File: config.mk
export PLATFORM = sky130hd
export DESIGN_NAME = dir_request_agent
export DESIGN_NICKNAME = d
export VERILOG_FILES = /design/src/rtl/dir_request_agent.sv
export SDC_FILE = /design/constraint.sdc
export NUM_CORES = 1
export LEC_CHECK = 0
export ABC_CLOCK_PERIOD_IN_PS = 4700
export CELL_PAD_IN_SITES_DETAIL_PLACEMENT = 1
export CELL_PAD_IN_SITES_GLOBAL_PLACEMENT = 1
export CORE_MARGIN = 1.5
export CORE_UTILIZATION = 31
export DETAILED_ROUTE_END_ITERATION = 7
export MAX_ROUTING_LAYER = met4
export PLACE_DENSITY = 0.82
export SLEW_MARGIN = 40
export SYNTH_ARGS = -nofsm -noshare
export SYNTH_HDL_FRONTEND = slang
export SYNTH_SLANG_ARGS = --single-unit
File: constraint.sdc
create_clock -name clk -period 4.7 [get_ports clk]
set_input_delay 0.94 -clock clk [delete_from_list [all_inputs] [get_ports clk]]
set_output_delay 0.94 -clock clk [all_outputs]
set_load 0.1 [all_outputs]
File: src/rtl/dir_request_agent.sv
// dir_request_agent: sole master of the directory port. Turns L1 coherence requests into one lookup,
// one update and a grant/probe response. Optional wait watchdog: define DIR_AGENT_TIMEOUT_EN.
//
// state     | meaning
// IDLE      | ready to accept a request
// LK_ISSUE  | single-cycle lookup_req pulse
// LK_WAIT   | waiting for lookup_valid
// UPD_ISSUE | single-cycle update_req pulse, update payload valid
// UPD_WAIT  | payload held until update_done
// RESP      | response held until rsp_ready
module dir_request_agent #(
    parameter int TIMEOUT_CYCLES = 255
) (
    input  logic        clk,
    input  logic        rst_n,
    input  logic        req_valid,
    output logic        req_ready,
    input  logic        req_src,
    input  logic [1:0]  req_op,
    input  logic [63:0] req_addr,
    output logic        rsp_valid,
    input  logic        rsp_ready,
    output logic        rsp_src,
    output logic [1:0]  rsp_grant,
    output logic [1:0]  rsp_probe_mask,
    output logic        rsp_error,
    output logic        lookup_req,
    output logic [63:0] lookup_addr,
    input  logic        lookup_valid,
    input  logic [2:0]  lookup_state,
    input  logic [1:0]  lookup_presence,
    input  logic [1:0]  lookup_tip_state,
    output logic        update_req,
    output logic [63:0] update_addr,
    output logic [2:0]  update_state,
    output logic [1:0]  update_presence,
    output logic [1:0]  update_tip_state,
    input  logic        update_done
);

    // Directory state encodings, kept identical to tidc_params.v
    localparam logic [2:0] DIR_STATE_INVALID   = 3'd0;
    localparam logic [2:0] DIR_STATE_SHARED    = 3'd1;
    localparam logic [2:0] DIR_STATE_EXCLUSIVE = 3'd2;

    localparam logic [1:0] OP_ACQ_SHARED = 2'd0;
    localparam logic [1:0] OP_ACQ_UNIQUE = 2'd1;
    localparam logic [1:0] OP_RELEASE    = 2'd2;
    localparam logic [1:0] OP_RESERVED   = 2'd3;

    localparam logic [1:0] GRANT_NONE   = 2'd0;
    localparam logic [1:0] GRANT_BRANCH = 2'd1;
    localparam logic [1:0] GRANT_TIP    = 2'd2;

    typedef enum logic [2:0] {
        IDLE      = 3'd0,
        LK_ISSUE  = 3'd1,
        LK_WAIT   = 3'd2,
        UPD_ISSUE = 3'd3,
        UPD_WAIT  = 3'd4,
        RESP      = 3'd5
    } state_t;

    state_t      state, state_nx;
    logic        src_r;
    logic [1:0]  op_r;
    logic [63:0] addr_r;
    logic [1:0]  grant_r, probe_r;
    logic        error_r;
    logic [2:0]  upd_state_r;
    logic [1:0]  upd_pres_r, upd_tip_r;
    logic [1:0]  src_oh;
    logic [2:0]  calc_state;
    logic [1:0]  calc_pres, calc_tip, calc_grant, calc_probe;
    logic        timeout_hit;
    logic        timeout_fire;
    logic        upd_phase;
    logic        unused_lookup_state;

    // The next entry depends only on who asks and who holds it, not on the old state code.
    assign unused_lookup_state = ^lookup_state;
    assign src_oh = src_r ? 2'b10 : 2'b01;

`ifdef DIR_AGENT_TIMEOUT_EN
    localparam int CNT_W = $clog2(TIMEOUT_CYCLES + 1);
    logic [CNT_W-1:0] wait_cnt;

    always_ff @(posedge clk or negedge rst_n) begin
        if (!rst_n) begin
            wait_cnt <= '0;
        end else if (state == LK_ISSUE || state == UPD_ISSUE) begin
            wait_cnt <= '0;
        end else if (state == LK_WAIT || state == UPD_WAIT) begin
            wait_cnt <= wait_cnt + CNT_W'(1);
        end
    end

    assign timeout_hit = (wait_cnt == CNT_W'(TIMEOUT_CYCLES));
`else
    logic [31:0] unused_timeout_cycles;
    assign unused_timeout_cycles = 32'(TIMEOUT_CYCLES);
    assign timeout_hit = 1'b0;
`endif

    always_ff @(posedge clk or negedge rst_n) begin
        if (!rst_n) begin
            state <= IDLE;
        end else begin
            state <= state_nx;
        end
    end

    always_comb begin
        state_nx     = state;
        req_ready    = 1'b0;
        lookup_req   = 1'b0;
        update_req   = 1'b0;
        rsp_valid    = 1'b0;
        timeout_fire = 1'b0;
        case (state)
            IDLE: begin
                req_ready = 1'b1;
                if (req_valid) begin
                    state_nx = (req_op == OP_RESERVED) ? RESP : LK_ISSUE;
                end
            end
            LK_ISSUE: begin
                lookup_req = 1'b1;
                state_nx   = LK_WAIT;
            end
            LK_WAIT: begin
                if (lookup_valid) begin
                    state_nx = UPD_ISSUE;
                end else if (timeout_hit) begin
                    state_nx     = RESP;
                    timeout_fire = 1'b1;
                end
            end
            UPD_ISSUE: begin
                update_req = 1'b1;
                state_nx   = UPD_WAIT;
            end
            UPD_WAIT: begin
                if (update_done) begin
                    state_nx = RESP;
                end else if (timeout_hit) begin
                    state_nx     = RESP;
                    timeout_fire = 1'b1;
                end
            end
            RESP: begin
                rsp_valid = 1'b1;
                if (rsp_ready) begin
                    state_nx = IDLE;
                end
            end
            default: state_nx = IDLE;
        endcase
    end

    always_comb begin
        calc_state = DIR_STATE_INVALID;
        calc_pres  = 2'b00;
        calc_tip   = 2'b00;
        calc_grant = GRANT_NONE;
        calc_probe = 2'b00;
        case (op_r)
            OP_ACQ_SHARED: begin
                calc_probe = lookup_tip_state & ~src_oh;
                calc_pres  = lookup_presence | src_oh;
                calc_state = DIR_STATE_SHARED;
                calc_grant = GRANT_BRANCH;
            end
            OP_ACQ_UNIQUE: begin
                calc_probe = lookup_presence & ~src_oh;
                calc_pres  = src_oh;
                calc_tip   = src_oh;
                calc_state = DIR_STATE_EXCLUSIVE;
                calc_grant = GRANT_TIP;
            end
            OP_RELEASE: begin
                calc_pres  = lookup_presence & ~src_oh;
                calc_state = (calc_pres == 2'b00) ? DIR_STATE_INVALID : DIR_STATE_SHARED;
            end
            default: ;
        endcase
    end

    always_ff @(posedge clk or negedge rst_n) begin
        if (!rst_n) begin
            src_r       <= 1'b0;
            op_r        <= 2'd0;
            addr_r      <= '0;
            grant_r     <= 2'd0;
            probe_r     <= 2'd0;
            error_r     <= 1'b0;
            upd_state_r <= 3'd0;
            upd_pres_r  <= 2'd0;
            upd_tip_r   <= 2'd0;
        end else if (state == IDLE && req_valid) begin
            src_r       <= req_src;
            op_r        <= req_op;
            addr_r      <= req_addr;
            grant_r     <= GRANT_NONE;
            probe_r     <= 2'd0;
            error_r     <= (req_op == OP_RESERVED);
            upd_state_r <= 3'd0;
            upd_pres_r  <= 2'd0;
            upd_tip_r   <= 2'd0;
        end else if (state == LK_WAIT && lookup_valid) begin
            grant_r     <= calc_grant;
            probe_r     <= calc_probe;
            upd_state_r <= calc_state;
            upd_pres_r  <= calc_pres;
            upd_tip_r   <= calc_tip;
        end else if (timeout_fire) begin
            grant_r <= GRANT_NONE;
            probe_r <= 2'd0;
            error_r <= 1'b1;
        end
    end

    // Payload is held through UPD_WAIT since the directory samples it a cycle after update_req.
    assign upd_phase        = (state == UPD_ISSUE) || (state == UPD_WAIT);
    assign lookup_addr      = lookup_req ? addr_r : '0;
    assign update_addr      = upd_phase ? addr_r : '0;
    assign update_state     = upd_phase ? upd_state_r : 3'd0;
    assign update_presence  = upd_phase ? upd_pres_r : 2'd0;
    assign update_tip_state = upd_phase ? upd_tip_r : 2'd0;

    assign rsp_src        = rsp_valid ? src_r : 1'b0;
    assign rsp_grant      = rsp_valid ? grant_r : 2'd0;
    assign rsp_probe_mask = rsp_valid ? probe_r : 2'd0;
    assign rsp_error      = rsp_valid ? error_r : 1'b0;

endmodule

== Yosys cells after proc, flatten, opt, wreduce, memory -nomap -nowiden ==
Cells that the tools add are included.

* Output and inout bits: 145
* Register bits: 82
* Bits of input ports: 80

* Equality and inequality tests: 12
* Multiplexer cells: 37
* Reductions and logical operators: 8
* Bitwise gates (word level): 4

{| class="wikitable"
|+ Operators with widths
! kind !! number
|-
| $mux 64 || 2
|-
| $mux 2 || 14
|-
| $mux 3 || 8
|-
| $pmux 3 s6 || 1
|-
| $pmux 2 s3 || 2
|-
| $mux 1 || 8
|-
| $ne 2x2->1 const B || 4
|-
| $pmux 2 s2 || 2
|-
| $eq 3x2->1 const B || 2
|-
| $eq 3x3->1 const B || 2
|-
| $and 2x2->2 || 2
|-
| $eq 2x2->1 const B || 2
|-
| $logic_not 2->1 || 2
|-
| $reduce_and 4->1 || 1
|-
| $eq 3x1->1 const B || 1
|-
| $logic_not 3->1 || 1
|-
| $eq 2x1->1 const B || 1
|-
| $logic_and 1x1->1 || 2
|-
| $not 2->2 || 1
|-
| $or 2x2->2 || 1
|-
| $reduce_bool 2->1 || 1
|-
| $logic_or 1x1->1 || 1
|}

== Longest topological paths before layout ==
Gate-level depths: netlist (run 1).

* Depth in word-level cells: 8
* Gate-level depth with buffers: 5
* Gate-level depth less buffers: 3

== Worst setup path before layout (run 1) ==
Ideal clock, no wire load.

* Kind: register to output
* Start point: reg state[1]
* End point: out rsp_grant[0]
* Path buffers: 1
* Stages on the path, launching flop included: 5
* Arrival time: 2945 ps
* Slack: 815 ps
* Cell sequence: dfrtp_1 > buf_4 > nand2b_1 > nor2_1 > and2_1

* Word-level cells in the longest chain between the ends: 3

{| class="wikitable"
|+ Ends and longest elaborated chain
! item !! RTL line !! text
|-
| from (decl) || 64 || <nowiki>state_t state, state_nx;</nowiki>
|-
| from (signal assigned) || 109 || <nowiki>state <= state_nx;</nowiki>
|-
| $eq 3x3->1 || 120 || <nowiki>case (state)</nowiki>
|-
| $mux 1 || 120 ||
|-
| net rsp_valid || 21 || <nowiki>output logic rsp_valid,</nowiki>
|-
| $mux 2 || 232 || <nowiki>assign rsp_grant = rsp_valid ? grant_r : 2'd0;</nowiki>
|-
| to (decl) || 24 || <nowiki>output logic [1:0] rsp_grant,</nowiki>
|}

The timed path passes the listed nets, and every way through them passes these cells.

== Worst setup path after layout (run 1) ==
* Start point: reg state[1]
* End point: out update_presence[1]

* Word-level cells in the longest chain between the ends: 3
* Elaborated cells between the ends (all ways): 4
* Those cells by class: eq/ne (2); mux (1); reduce/logical (1)

{| class="wikitable"
|+ Ends and longest elaborated chain
! item !! RTL line !! text
|-
| $eq 3x2->1 / $eq 3x3->1 (equally long branches) || 224 || <nowiki>assign upd_phase = (state == UPD_ISSUE) || (state == UPD_WAIT);</nowiki>
|-
| $logic_or 1x1->1 * || 224 ||
|-
| $mux 2 * || 228 || <nowiki>assign update_presence = upd_phase ? upd_pres_r : 2'd0;</nowiki>
|-
| to (decl) || 36 || <nowiki>output logic [1:0] update_presence,</nowiki>
|}

Mark *: on every way between the ends. The rest lies on a longest branch, timed or not.

==> impl_metrics.py, run 1 <==
metrics = {
    "critical_path": {
        "cpMostUsedCell": "buf_4",
        "worstSetupEndpointType": "output port",
        "rr_startpoint": "state[0]",
        "path_class": "reg -> out",
        "cp_cell_sequence": "nand2b_1, o21a_2, buf_4, nor2b_1, buf_4",
        "worst_ep_arrival_time_ns": 2.68,
        "slowest_delay_ns": 0.61,
        "r2r_slack_ns": 2.54,
        "reg2reg_to": "addr_r[57]",
        "crit_path_max_fanout": 38,
        "required_ns": 3.76,
        "slowest_stage": "o21a_2",
        "critPathLaunchType": "flop",
        "r2r_cells": 4,
    },
    "finish": {
        "mostFrequentLayoutCells": "buf_4, dfrtp_1, clkdlybuf4s50_1, nor2b_1, and2_1",
        "seq_area_sq_mm": 0.002002,
        "area_growth_pct": 52.58,
        "multi_input_area_sq_mm": 0.001981,
        "diodes": 0,
        "final_nets": 651,
        "layoutNonFillerInstCount": 751,
        "fillCellCount": 1482,
        "drive_above_1_share_pct": 40.00,
        "final_common_cell": "buf_4",
    },
    "detailed_routing": {
        "drt-pass1-iter-count": 4,
        "vias": 3428,
        "drc": 0,
        "wl_microns": 12270,
        "routed_via_density": 4.565,
        "wl_per_cell_microns": 16.33,
        "ant_nets": 0,
        "drt_iter0_markers": 115,
    },
    "sta": {
        "timing.fmax_mhz": 276.1,
        "maxSlewHeadroom_pct": 53.36,
        "hold_violations": 0,
        "finClkSkew_ns": 0.004648,
        "max_slew.worst_pin.slew_ns": 0.6995,
        "tns_ns": 0,
        "slew_violations": 0,
        "rsz0062_at_grt": "no",
        "whs_ns": 0.4805,
        "setup_ws_ns": 1.078,
        "setup_viol": 0,
        "fin_crit_sh_pct": 77.06,
        "fin_crit_ns": 3.622,
    },
    "synthesis": {
        "yosysUniqueCellTypes": 35,
        "synth_top_family_by_area": "simple AND/OR/NAND/NOR gates",
        "yosysSeqAreaShare_pct": 48.02,
        "synth-compound-area-share_pct": 3.091,
        "ys_warn_count": 0,
        "postSynthAreaPerCell_sq_um": 11.55,
        "synth_edf_count": 0,
        "synthesis.area_sq_mm": 0.004169,
        "synth_fa_ha_area_share_pct": 0,
        "synth_ff_type": "dfrtp_1",
        "async_reset_ff_share_pct": 100.0,
        "synth_cells": 361,
        "synth_xor_area_share_pct": 0.2101,
        "ys_ff_latch": 80,
        "synth-simple-area-share_pct": 24.19,
        "yosys-mux-area-fraction_pct": 19.78,
        "syn_nets": 441,
    },
    "cts": {
        "clock_path_buffers": 2,
        "htreeDepth": 3,
        "cts_tree": "built",
        "cts_made_buffers": 9,
        "cts_sinks": 80,
        "ctsRootBufferMaster": "clkbuf_16",
        "clkTransAtPathRegs_ns": 0.06,
        "cts-resized-gates": 0,
        "holdBufCountCts": 0,
        "clk_latency_ns": 0.33,
        "cts_setup_buffers": 0,
    },
    "flow_run": {
        "maxCapViolations": 0,
    },
    "hold_path": {
        "hp-start": "upd_state_r[0]",
        "min_to": "upd_state_r[0]",
        "whs_path_depth": 1,
        "hold_path.class": "reg -> reg",
    },
    "die": {
        "die_h_microns": 119.0,
        "coreArea_sq_mm": 0.01319,
        "die_area_sq_mm": 0.01415,
        "rows": 42,
        "die_x_microns": 119.0,
        "pin_count": 225,
        "start_util_pct": 31.61,
    },
    "placement": {
        "hpwl_microns": 8756,
        "post-place-cells": 735,
        "pre_cts_ws_ns": 1.413,
        "place_congestion": 0.7455,
        "io_buffers": 220,
    },
    "status": {
        "outcome": "complete, no violations",
    },
    "global_route": {
        "grt_overflow": 0,
        "grt_pass1_vias": 3610,
        "grt_max_degree": 81,
        "grt_pass1_wl_microns": 19420,
        "antenna_found_initial": 0,
        "grt.total_usage_pct": 18.09,
    },
}
## per-stage QoR
stage	utilization, %	cell area, sq um
floorplan	-	4169
global placement	46.85	6180
detailed placement	45.72	6031
CTS	48.02	6334
global route	48.23	6361
finish	48.23	6361
## synth_stat cells, types with 2 or more instances
library cell | number | area share (%)
mux2_1 | 6 | 1.6
a21o_1 | 2 | 0.36
inv_1 | 4 | 0.36
buf_4 | 2 | 0.36
and2_1 | 68 | 10
nor2_1 | 5 | 0.45
a32o_1 | 2 | 0.48
nor2b_1 | 70 | 11
buf_6 | 9 | 2.4
mux2_4 | 10 | 3.6
mux2_2 | 53 | 14
o2bb2ai_1 | 2 | 0.42
clkbuf_1 | 15 | 1.4
dfrtp_1 | 80 | 48
nand2b_1 | 3 | 0.45
nand2_1 | 3 | 0.27
o21ai_0 | 4 | 0.48
nor3_1 | 5 | 0.60
a22o_1 | 2 | 0.42
## critical path: cells and delay by family (launching register included)
kind / cells / cell delay, ns
AO/OA/AOI/OAI: 1 / 0.61
flip-flops: 1 / 0.55
buffers and inverters: 2 / 0.79
AND/OR/NAND/NOR: 2 / 0.37
## area by class of cell
cell class / instances / share of cell area [%]
Sequential cell: 80 / 31.47
Multi-Input combinational cell: 250 / 31.14
Timing Repair Buffer: 226 / 28.93
Clock buffer: 11 / 3.659
Tap cell: 176 / 3.462
Clock inverter: 4 / 1.101
Inverter: 4 / 0.2360
## layer usage
metal	wire, microns	track usage (%)
met1	5249	22.01
met2	6181	30.20
met3	582	2.826
met4	251	7.304
met5	0	-
## logic make-up (layout without fill, tap and decap cells)
| logic type | after synthesis | in the layout |
|---|---|---|
| AOI/OAI and AO/OA | 17 | 17 |
| xor gates and xnor gates | 1 | 1 |
| buffers and inverters | 31 | 245 |
| DFF | 80 | 80 |
| muxes | 70 | 70 |
| other | 1 | 1 |
| and+or+nand+nor | 161 | 161 |
## flip-flops by register name, indices dropped and copies added, names as in the netlist
signal / cells
error_r: 1
state: 3
op_r: 2
probe_r: 2
upd_pres_r: 2
grant_r: 1
upd_tip_r: 2
upd_state_r: 2
src_r: 1
addr_r: 64
## worst max path at each step
stage	start	endpoint	slack [ns]	cells after the start
after floorplan	state[1]	rsp_grant[0]	0.81	4
after global placement	state[1]	update_addr[28]	1.23	4
after detailed placement	state[1]	update_addr[41]	1.41	5
after CTS	state[1]	update_addr[41]	1.04	5
after global routing	state[1]	update_addr[41]	0.87	5
final	state[1]	update_presence[1]	1.08	5
Power of run 1 is left out: the tool's default activity adds up to more than one toggle a clock period on the data nets, which glitch-free logic cannot reach.
==> inputs of run 2 (changes only) <==
--- a/config.mk
+++ b/config.mk
@@ -5,14 +5,14 @@
 export SDC_FILE = /design/constraint.sdc
 export NUM_CORES = 1
 export LEC_CHECK = 0
-export ABC_CLOCK_PERIOD_IN_PS = 4700
+export ABC_CLOCK_PERIOD_IN_PS = 3300
 export CELL_PAD_IN_SITES_DETAIL_PLACEMENT = 1
 export CELL_PAD_IN_SITES_GLOBAL_PLACEMENT = 1
 export CORE_MARGIN = 1.5
-export CORE_UTILIZATION = 31
+export CORE_UTILIZATION = 26
 export DETAILED_ROUTE_END_ITERATION = 7
 export MAX_ROUTING_LAYER = met4
-export PLACE_DENSITY = 0.82
+export PLACE_DENSITY = 0.73
 export SLEW_MARGIN = 40
 export SYNTH_ARGS = -nofsm -noshare
 export SYNTH_HDL_FRONTEND = slang
==> constraint.sdc (replaced) <==
create_clock -name clk -period 3.3 [get_ports clk]
set_input_delay 0.66 -clock clk [delete_from_list [all_inputs] [get_ports clk]]
set_output_delay 0.66 -clock clk [all_outputs]
set_load 0.1 [all_outputs]
==> impl_metrics.py, run 2 (synthesized netlist as in run 1, its figures left out) <==
metrics = {
    "detailed_routing": {
        "wl_per_cell_microns": 17.02,
        "vias": 3442,
        "drt_iter0_markers": 128,
        "drt-pass1-iter-count": 4,
        "drc": 0,
        "ant_nets": 0,
        "routed_via_density": 4.351,
        "wl_microns": 13460,
    },
    "die": {
        "coreArea_sq_mm": 0.01577,
        "rows": 46,
        "die_h_microns": 129.6,
        "pin_count": 225,
        "die_x_microns": 129.6,
        "die_area_sq_mm": 0.01680,
        "start_util_pct": 26.44,
    },
    "placement": {
        "pre_cts_ws_ns": 0.7946,
        "post-place-cells": 775,
        "io_buffers": 220,
        "hpwl_microns": 9995,
        "place_congestion": 0.7814,
    },
    "sta": {
        "max_slew.worst_pin.slew_ns": 0.5476,
        "rsz0062_at_grt": "no",
        "fin_crit_sh_pct": 85.84,
        "setup_viol": 0,
        "finClkSkew_ns": 0.003805,
        "hold_violations": 0,
        "slew_violations": 0,
        "fin_crit_ns": 2.833,
        "setup_ws_ns": 0.4672,
        "maxSlewHeadroom_pct": 63.49,
        "timing.fmax_mhz": 353.0,
    },
    "finish": {
        "mostFrequentLayoutCells": "buf_12, dfrtp_1, clkdlybuf4s50_1, nor2b_1, and2_1",
        "reg_top3": "addr_r: 64 flops, state: 3 flops",
        "area_growth_pct": 86.61,
        "drive_above_1_share_pct": 40.35,
        "largest_register_ffs": 64,
        "final_common_cell": "buf_12",
        "final_nets": 651,
        "diodes": 0,
        "layoutNonFillerInstCount": 791,
        "largest_register": "addr_r",
    },
    "cts": {
        "cts_tree": "built",
        "ctsRootBufferMaster": "clkbuf_16",
        "clkTransAtPathRegs_ns": 0.06,
        "cts_sinks": 80,
        "cts_setup_buffers": 0,
        "cts_made_buffers": 9,
        "htreeDepth": 3,
        "cts-resized-gates": 0,
        "holdBufCountCts": 0,
        "clk_latency_ns": 0.33,
        "clock_path_buffers": 2,
    },
    "global_route": {
        "grt_overflow": 0,
        "grt_max_degree": 81,
        "grt.total_usage_pct": 17.21,
        "grt_pass1_vias": 3935,
        "grt_pass1_wl_microns": 21330,
        "antenna_found_initial": 0,
    },
    "status": {
        "outcome": "complete, no violations",
    },
    "critical_path": {
        "crit_path_max_fanout": 34,
        "worstSetupEndpointType": "output port",
        "worst_ep_arrival_time_ns": 2.17,
        "path_class": "reg -> out",
        "required_ns": 2.64,
        "critPathLaunchType": "flop",
    },
    "flow_run": {
        "maxCapViolations": 0,
    },
    "hold_path": {
        "hold_path.class": "in -> async",
    },
}
[run 2: critical path, stage by stage, from the launching register on]
cell     delay, ns
dfrtp_1       0.57
inv_1         0.19
nor3_2        0.25
buf_4         0.36
and2_1        0.25
buf_12        0.19
[run 2: per-stage QoR]
stage	setup TNS (ns)	instance area [sq um]	hold WS, ns	util [%]
floorplan	-0.2082	4172	0.3644	-
global placement	0	7461	0.4647	47.31
detailed placement	0	7465	0.4750	47.33
CTS	0	7752	0.4007	49.16
global route	0	7780	0.1790	49.33
finish	0	7780	0.1846	49.33
[run 2: per-layer routing]
layer  part of all wire [%]  track usage (%)  up-vias
li1                       -                -     1601
met1                     39            18.97     1699
met2                     51            29.01      131
met3                    8.4            7.102       11
met4                    1.4            3.987        0
met5                      0                -        -
[run 2: path summary, 6_finish.rpt]
| kind | start | to | slack, ns | cells past startpoint |
|---|---|---|---|---|
| max | state[0] | lookup_addr[40] | 0.47 | 5 |
| min | rst_n | addr_r[32] | 0.18 | 1 |
| max reg2reg | state[0] | addr_r[32] | 1.42 | 3 |
| min reg2reg | probe_r[1] | probe_r[1] | 0.49 | 1 |
| max in group asynchronous | rst_n | upd_pres_r[0] | 2.55 | 2 |
| min in group clk | probe_r[1] | probe_r[1] | 0.49 | 1 |
[run 2: final cells by class]
type	instances	area (sq um)
Sequential cell	80	2002
Timing Repair Buffer	226	3222
Clock inverter	4	45.04
Inverter	4	15.01
Tap cell	216	270.3
Multi-Input combinational cell	250	1983
Fill cell	1645	7990
Clock buffer	11	242.7
Power of run 2 is left out for the same reason.
==> inputs of run 3 (changes only) <==
--- a/config.mk
+++ b/config.mk
@@ -8,7 +8,7 @@
 export ABC_CLOCK_PERIOD_IN_PS = 3300
 export CELL_PAD_IN_SITES_DETAIL_PLACEMENT = 1
 export CELL_PAD_IN_SITES_GLOBAL_PLACEMENT = 1
-export CORE_MARGIN = 1.5
+export CORE_MARGIN = 10
 export CORE_UTILIZATION = 26
 export DETAILED_ROUTE_END_ITERATION = 7
 export MAX_ROUTING_LAYER = met4
==> impl_metrics.py, run 3 (synthesized netlist as in run 1, its figures left out) <==
metrics = {
    "critical_path": {
        "worstSetupEndpointType": "output port",
        "reg2reg_to": "addr_r[46]",
        "critPathLaunchType": "flop",
        "path_class": "reg -> out",
        "crit_path_max_fanout": 50,
        "required_ns": 2.64,
        "rr_startpoint": "state[0]",
        "r2r_slack_ns": 1.45,
        "worst_ep_arrival_time_ns": 2.36,
        "r2r_cells": 3,
    },
    "cts": {
        "cts-resized-gates": 0,
        "cts_sinks": 80,
        "holdBufCountCts": 0,
        "cts_tree": "built",
        "clkTransAtPathRegs_ns": 0.06,
        "htreeDepth": 3,
        "ctsRootBufferMaster": "clkbuf_16",
        "clk_latency_ns": 0.33,
        "cts_made_buffers": 9,
        "cts_setup_buffers": 0,
        "clock_path_buffers": 2,
    },
    "detailed_routing": {
        "routed_via_density": 4.432,
        "ant_nets": 0,
        "vias": 3497,
        "drt_iter0_markers": 95,
        "wl_per_cell_microns": 19.92,
        "drc": 0,
        "wl_microns": 15720,
        "drt-pass1-iter-count": 4,
    },
    "sta": {
        "finClkSkew_ns": 0.004391,
        "setup_ws_ns": 0.2796,
        "setup_viol": 0,
        "fin_crit_ns": 3.020,
        "max_slew.worst_pin.slew_ns": 0.5651,
        "hold_violations": 0,
        "timing.fmax_mhz": 331.1,
        "tns_ns": 0,
        "rsz0062_at_grt": "no",
        "fin_crit_sh_pct": 91.53,
        "slew_violations": 0,
        "maxSlewHeadroom_pct": 62.33,
    },
    "hold_path": {
        "hold_path.class": "in -> async",
    },
    "global_route": {
        "grt.total_usage_pct": 14.88,
        "grt_max_degree": 51,
        "grt_pass1_wl_microns": 24340,
        "antenna_found_initial": 0,
        "grt_pass1_vias": 3910,
        "grt_overflow": 0,
    },
    "die": {
        "rows": 46,
        "die_h_microns": 146.6,
        "die_x_microns": 146.6,
        "pin_count": 225,
        "start_util_pct": 26.34,
        "coreArea_sq_mm": 0.01583,
        "die_area_sq_mm": 0.02150,
    },
    "status": {
        "outcome": "complete, no violations",
    },
    "finish": {
        "layoutNonFillerInstCount": 789,
        "drive_above_1_share_pct": 40.14,
        "area_growth_pct": 86.61,
        "final_common_cell": "buf_12",
        "largest_register": "addr_r",
        "largest_register_ffs": 64,
        "finalInstanceArea_sq_mm": 0.007780,
        "reg_top3": "addr_r: 64 flops, state: 3 flops",
        "mostFrequentLayoutCells": "buf_12, dfrtp_1, clkdlybuf4s50_1, nor2b_1, and2_1",
        "final_nets": 651,
        "diodes": 0,
    },
    "placement": {
        "place_congestion": 0.7804,
        "post-place-cells": 776,
        "hpwl_microns": 12250,
        "pre_cts_ws_ns": 0.5979,
        "io_buffers": 220,
        "placed_cell_area_sq_mm": 0.007518,
    },
    "flow_run": {
        "maxCapViolations": 0,
    },
}
[run 3: per-stage QoR]
| step | utilization (%) | hold slack, ns |
|---|---|---|
| final | 49.15 | 0.3164 |
| after global routing | 49.15 | 0.3550 |
| after CTS | 49.15 | 0.3261 |
| after detailed placement | 47.50 | 0.4767 |
| after global placement | 47.50 | 0.4634 |
| after floorplan | - | 0.3644 |
[run 3: final cells by class]
type / instances / area [sq um]
multi-input cells: 250 / 1983
fillers: 1638 / 8048
repair buffers: 226 / 3248
flip-flops and latches: 80 / 2002
clock inverters: 1 / 5.005
inverters: 4 / 15.01
clock buffers: 12 / 256.5
well taps: 216 / 270.3
[run 3: worst max path at each step]
stage | start | to | slack [ns] | cells after the start
after floorplan | state[1] | rsp_error | -0.10 | 3
after global placement | state[1] | update_addr[37] | 0.73 | 5
after detailed placement | state[1] | update_addr[44] | 0.60 | 5
after CTS | state[1] | update_addr[44] | 0.23 | 5
after global routing | state[1] | update_addr[33] | 0.11 | 5
final | state[1] | update_addr[6] | 0.28 | 5
[run 3: worst max-delay path, stage by stage (launching register included)]
cell	delay [ns]
dfrtp_1	0.57
nand2b_1	0.28
o21a_2	0.49
buf_12	0.31
nor2b_1	0.13
buf_12	0.18
[run 3: layer usage]
layer / global-route usage, % / wire [microns]
met1: 15.96 / 6081
met2: 25.18 / 8227
met3: 5.562 / 1226
met4: 4.304 / 180
met5: - / 0
Power of run 3 is left out for the same reason.
